## src/rtl/maxnet_pkg.sv

```systemverilog
// Shared types and constants for the MaxNet operand store and its helpers.
package maxnet_pkg;

  localparam int FP_W = 32;

  // Weight constants: unit diagonal and the -0.2 lateral inhibition term.
  localparam logic [FP_W-1:0] FP_ONE     = 32'h3f800000;
  localparam logic [FP_W-1:0] FP_NEG_EPS = 32'hbe4ccccd;

  typedef enum logic [1:0] {
    IDLE    = 2'd0,
    ISSUE   = 2'd1,
    WAIT_WB = 2'd2,
    SWAP    = 2'd3
  } state_t;

  // True for a strictly positive, non-zero float (sign clear, magnitude set).
  // Negative zero and all negative values are reported as inactive.
  function automatic logic fp_pos_nonzero(input logic [FP_W-1:0] v);
    return (v[FP_W-1] == 1'b0) && (v[FP_W-2:0] != '0);
  endfunction

endpackage

```

## src/rtl/maxnet_wrow_gen.sv

```systemverilog
// Combinational weight-row generator: row k of the MaxNet weight matrix,
// built on the fly instead of storing N*N words.
module maxnet_wrow_gen #(
  parameter int               N          = 4,
  parameter int               WIDTH      = 32,
  parameter logic [WIDTH-1:0] FP_ONE     = maxnet_pkg::FP_ONE,
  parameter logic [WIDTH-1:0] FP_NEG_EPS = maxnet_pkg::FP_NEG_EPS,
  localparam int              IW         = $clog2(N)
) (
  input  logic [IW-1:0]      k,
  output logic [N*WIDTH-1:0] w_row
);

  // Lane j carries the self-excitation weight on the diagonal, inhibition elsewhere.
  always_comb begin
    w_row = '0;
    for (int j = 0; j < N; j++) begin
      w_row[j*WIDTH +: WIDTH] = (IW'(j) == k) ? FP_ONE : FP_NEG_EPS;
    end
  end

endmodule

```

## src/rtl/maxnet_bank_mem.sv

```systemverilog
// Double-buffered activation store for the MaxNet iteration datapath.
// The active bank feeds x_vec; write-backs land in the shadow bank, which
// becomes active only when every lane has been written in the current sweep.
// Initial contents are written through the load port while idle.
module maxnet_bank_mem #(
  parameter int               N          = 4,
  parameter int               WIDTH      = 32,
  parameter logic [WIDTH-1:0] FP_ONE     = maxnet_pkg::FP_ONE,
  parameter logic [WIDTH-1:0] FP_NEG_EPS = maxnet_pkg::FP_NEG_EPS,
  parameter                   FILENAME_X = "trunk/sim/file/input.dat",
  localparam int              IW         = $clog2(N),
  localparam int              CW         = $clog2(N+1)
) (
  input  logic               clk,
  input  logic               rst,
  input  logic               load_en,
  input  logic [IW-1:0]      load_idx,
  input  logic [WIDTH-1:0]   load_data,
  input  logic               start,
  output logic               row_valid,
  input  logic               row_ready,
  output logic [IW-1:0]      row_idx,
  output logic [N*WIDTH-1:0] w_row,
  output logic [N*WIDTH-1:0] x_vec,
  input  logic               wb_en,
  input  logic [IW-1:0]      wb_idx,
  input  logic [WIDTH-1:0]   wb_data,
  output logic               busy,
  output logic               iter_done,
  output logic [CW-1:0]      active_cnt,
  output logic               single_left
);

  import maxnet_pkg::*;

  logic [WIDTH-1:0] bank0 [N];
  logic [WIDTH-1:0] bank1 [N];

  state_t           state;
  logic [IW-1:0]    k;
  logic [N-1:0]     mask;
  logic [N-1:0]     mask_nxt;
  logic [N-1:0]     wb_onehot;
  logic             bank_sel;
  logic             wb_acc;
  logic             ld_acc;
  logic             row_fire;
  logic             last_row;
  logic [WIDTH-1:0] lane;

  assign row_idx = k;

  maxnet_wrow_gen #(
    .N          (N),
    .WIDTH      (WIDTH),
    .FP_ONE     (FP_ONE),
    .FP_NEG_EPS (FP_NEG_EPS)
  ) u_wrow (
    .k     (k),
    .w_row (w_row)
  );

  // Qualify loads and write-backs, and fold this cycle's write-back into the mask
  // so the last row handshake can swap without waiting an extra cycle.
  always_comb begin
    ld_acc    = (state == IDLE) && load_en && (int'(load_idx) < N);
    wb_acc    = !rst && ((state == ISSUE) || (state == WAIT_WB)) && wb_en &&
                (int'(wb_idx) < N);
    wb_onehot = '0;
    if (wb_acc) wb_onehot[wb_idx] = 1'b1;
    mask_nxt  = mask | wb_onehot;
    row_fire  = row_valid && row_ready;
    last_row  = (k == IW'(N-1));
  end

  // Storage: loads write both banks, write-backs write only the shadow bank.
  always_ff @(posedge clk) begin
    if (ld_acc) begin
      bank0[load_idx] <= load_data;
      bank1[load_idx] <= load_data;
    end else if (wb_acc) begin
      if (bank_sel) bank0[wb_idx] <= wb_data;
      else          bank1[wb_idx] <= wb_data;
    end
  end

  // Sweep sequencer with registered handshake/status outputs.
  always_ff @(posedge clk) begin
    if (rst) begin
      state     <= IDLE;
      k         <= '0;
      mask      <= '0;
      bank_sel  <= 1'b0;
      row_valid <= 1'b0;
      busy      <= 1'b0;
      iter_done <= 1'b0;
    end else begin
      iter_done <= 1'b0;
      case (state)
        IDLE: begin
          if (start) begin
            state     <= ISSUE;
            k         <= '0;
            mask      <= '0;
            row_valid <= 1'b1;
            busy      <= 1'b1;
          end
        end
        ISSUE: begin
          mask <= mask_nxt;
          if (row_fire) begin
            if (!last_row) begin
              k <= k + IW'(1);
            end else begin
              row_valid <= 1'b0;
              if (&mask_nxt) begin
                state     <= SWAP;
                iter_done <= 1'b1;
              end else begin
                state <= WAIT_WB;
              end
            end
          end
        end
        WAIT_WB: begin
          mask <= mask_nxt;
          if (&mask_nxt) begin
            state     <= SWAP;
            iter_done <= 1'b1;
          end
        end
        SWAP: begin
          bank_sel <= ~bank_sel;
          state    <= IDLE;
          busy     <= 1'b0;
        end
        default: begin
          state     <= IDLE;
          row_valid <= 1'b0;
          busy      <= 1'b0;
        end
      endcase
    end
  end

  // Active-bank view and count of lanes still holding a positive activation.
  always_comb begin
    x_vec      = '0;
    active_cnt = '0;
    lane       = '0;
    for (int j = 0; j < N; j++) begin
      lane = bank_sel ? bank1[j] : bank0[j];
      x_vec[j*WIDTH +: WIDTH] = lane;
      if (fp_pos_nonzero(lane)) active_cnt = active_cnt + CW'(1);
    end
    single_left = (active_cnt == CW'(1));
  end

endmodule

```

## config.mk

```make
export PLATFORM = sky130hd
export DESIGN_NAME = maxnet_bank_mem
export DESIGN_NICKNAME = d
export VERILOG_FILES = /design/src/rtl/maxnet_pkg.sv /design/src/rtl/maxnet_wrow_gen.sv /design/src/rtl/maxnet_bank_mem.sv
export SDC_FILE = /design/constraint.sdc
export NUM_CORES = 1
export LEC_CHECK = 0
export BUFFER_PORTS_ARGS = -buffer_cell sky130_fd_sc_hd__buf_4
export CAP_MARGIN = 10
export CORE_AREA = 2 2 153 155
export DETAILED_ROUTE_END_ITERATION = 12
export DIE_AREA = 0 0 155 157
export PLACE_DENSITY = 0.84
export SYNTH_ARGS = -nofsm -noshare
export SYNTH_HDL_FRONTEND = slang
export SYNTH_SLANG_ARGS = --single-unit
```

## constraint.sdc

```tcl
create_clock -name clk -period 11.7 [get_ports clk]
set_input_delay 1.755 -clock clk [delete_from_list [all_inputs] [get_ports clk]]
set_output_delay 1.755 -clock clk [all_outputs]
set_load 0.05 [all_outputs]
```

==> out/qor.yml <==
die:
  core_sq_um: 22500
  start_util: 0.5465
  die-area_sq_um: 24340
  placementRows: 55
  die_w_um: 155
  io_pins: 339
  die_h_um: 157
layout:
  multi_input_area_sq_um: 3581
  fin_cells: 1307
  drive_above_1_share: 0.4051
  nets: 1088
  syn2layout_area_growth_pct: 21.02
  fillerInstances: 1531
  seqCellArea_sq_um: 7931
  antenna_cells: 0
route:
  wl_per_cell_um: 23.25
  post_drt_via_cell_ratio: 5.526
  dr_total_vias: 7223
  drt_iter0_markers: 476
  ant_nets: 0
  drt-total-wl_um: 30380
  route.detailed.drc: 0
  drt-pass1-iter-count: 4
power_and_ir_drop:
  intPower_mw: 1.960
  ir_drop_v: 0.0002198
  powerDensity_nw_per_um2: 204.6
  power_switching_mw: 1.085
  pwr-share-clk: 0.286
  swShare: 0.3563
  seqPwrFrac: 0.399
  power.share.combinational: 0.315
  power_leakage_nw: 5.545
global_route:
  grt_pass1_wl_um: 43670
  grt_pass1_vias: 7108
  track_usage: 0.2416
  grt-ovfl-total: 0
  antenna_found_initial: 0
  grt_start_max_net_pins: 78
placement:
  portBuffers: 270
  placed_cells: 1259
  place.gp.congestion: 0.8319
  dp_hpwl_um: 21450
timing:
  tightest_slew_ps: 1215
  max_freq_mhz: 151.9
  min_period_ps: 6585
  setup_viol: 0
  fin_crit_sh: 0.5628
  setup-tns-final_ps: 0
  skew_ps: 16.17
  hold_viol: 0
  rsz0062_at_grt: "no"
  slew_violations: 0
  slew_headroom: 0.1879
worst_setup_path:
  slowest_stage: "dfxtp_4"
  cp_slowest_stage_delay_ps: 1070
  cp_top_family: "flip-flops"
  crit_cells: 11
  r2r_cells: 7
  crit_type: "flip-flop to output pin"
  critPathRequiredTime_ps: 9950
  worst_setup_path_end_kind: "output pin"
  crit_buf_inv: 3
  crit_top_cell: "buf_4"
  path_cells: "buf_4, mux2_2, nor4_1, and4_1, a21o_1, inv_2, ha_1, mux2i_1, xor2_1, a21oi_1, buf_4"
  cp_max_fo: 77
  cp_data_arrival_time_ps: 4830
  worst_setup_path_start_kind: "flip-flop"
synthesis:
  synth.area.mux_share: 0.1836
  synthArstFlopShare: 0
  synth_compound_area_frac: 0.02401
  ys_top_cells_by_area: "edfxtp_1, mux2_1, buf_4, mux2_2, dfxtp_1"
  post_synth.cell_area_avg_sq_um: 15.73
  synth_edf_count: 256
  synth-simple-area-share: 0.03988
  synthCells: 782
  yosysWarningCount: 0
  synth_top_family_by_area: "multiplexers"
  ys_seq_elements: 268
  synth_top_flop_cell: "edfxtp_1"
  synth-adder-area-share: 0.01221
  seq_area_frac_synth: 0.6446
  yosysTopAreaCell: "edfxtp_1"
  synthXorXnorAreaFrac: 0.002137
  yosysUniqueCellTypes: 49
  synth_top_area_frac: 0.6251
  synth_area_sq_um: 12300
clock_network:
  clkTransAtPathRegs_ps: 60
  htree_levels: 1
  post_cts_buffers: 0
  clock-root-buffer: "clkbuf_16"
  cts_resized: 0
  postCtsHoldBufs: 0
  clk_latency_ps: 530
  tritoncts: "built"
  cts.sinks: 268
  cts_buffer_depth: 3
  cts_made_buffers: 26
status:
  outcome: "completed"
job:
  maxCapViolations: 0
worst_hold_path:
  min_path_cells: 2
  hold_class: "flip-flop to flip-flop"
==> per-stage QoR <==
step	hold WS (ps)	power (mW)	cell area (sq um)	util	setup slack (ps)
2_1_floorplan	444.8	1.953	12550	-	6262
3_3_place_gp	460.1	2.176	14000	0.6220	5773
3_5_place_dp	463.9	2.192	14000	0.6220	5704
4_1_cts	471.8	3.049	14880	0.6614	5139
5_1_grt	510.0	3.137	14880	0.6614	4856
6_report	471.7	3.045	14880	0.6614	5115
==> state kept, by name (all words and copies together) (netlist names) <==
signal and cells:
busy 1, state 2, mask 4, bank1 128, bank_sel 1, iter_done 1, bank0 128, row_valid 1
row_idx 2
==> cells by family (layout without fill, tap and decap cells) <==
group / Yosys count / after routing
AOI/OAI and AO/OA: 45 / 45
muxes: 198 / 198
other: 2 / 68
and+or+nand+nor: 89 / 89
DFF: 268 / 268
buffers and inverters: 165 / 339
adders and majority gates: 12 / 12
xor gates and xnor gates: 3 / 3
==> Yosys cell counts, types with 5 or more instances <==
cell        n
edfxtp_1  256
buf_4     121
mux2_1    107
mux2_2     78
nor4_1     29
nor2_1     21
buf_2      16
a21oi_1    13
inv_1      13
dfxtp_1    12
ha_1       12
nand2_1    10
mux2_4      9
clkbuf_1    7
nor3_1      7
buf_6       5
nand4_1     5
o21ai_0     5
==> cell usage in the layout (no fill, tap or decap), drive strengths merged, types with 3 or more instances in the layout <==
cell      n
a22oi     3
nand3     4
nand4     5
and4      4
edfxtp  256
nor4     29
clkbuf   33
dfxtp    12
o21ai     8
inv      16
conb     68
clkinv    9
mux2    194
nor3      7
nand2    10
nor2b     4
a31oi     3
buf     276
a21oi    13
ha       12
mux2i     4
nor2     21
bufinv    5
==> final cells by class <==
type | instances | share of cell area
well taps | 285 | 0.02396
repair buffers | 276 | 0.1392
flip-flops and latches | 268 | 0.5329
clock inverters | 15 | 0.01404
multi-input cells | 415 | 0.2406
inverters | 15 | 0.003783
clock buffers | 33 | 0.04548
==> worst reg2reg max path: cells and delay by family, from the launching register on <==
family | cells | cell delay (ps)
compound gates | 1 | 270
fa+ha+maj | 1 | 440
buf+inv | 1 | 90
flops | 1 | 400
mux | 1 | 620
simple gates | 3 | 1820
==> worst paths after layout <==
check / startpoint / end / slack (ps)
worst min-delay path: mask[1]$_SDFFE_PP0P_ / mask[1]$_SDFFE_PP0P_ / 470
worst max register to register: state[1]$_SDFFE_PP0P_ / bank0[2][17]$_DFFE_PP_ / 7660
worst min register to register: mask[1]$_SDFFE_PP0P_ / mask[1]$_SDFFE_PP0P_ / 470
worst max-delay path: bank_sel$_SDFFE_PP0P_ / active_cnt[1] / 5110
==> routing by layer <==
layer	GRT usage	wire (um)
met1	0.3117	12270
met2	0.4000	14850
met3	0.06388	2504
met4	0.08201	758
met5	0	0
==> power groups by stage <==
stage	combinational, mW	sequential [mW]	clock, mW
floorplan	0.725	1.23	0
global placement	0.948	1.23	0
detailed placement	0.958	1.23	0
CTS	0.961	1.21	0.873
global route	1.00	1.22	0.914
finish	0.960	1.21	0.871
Note: power is estimated with default switching activity, not from simulation.
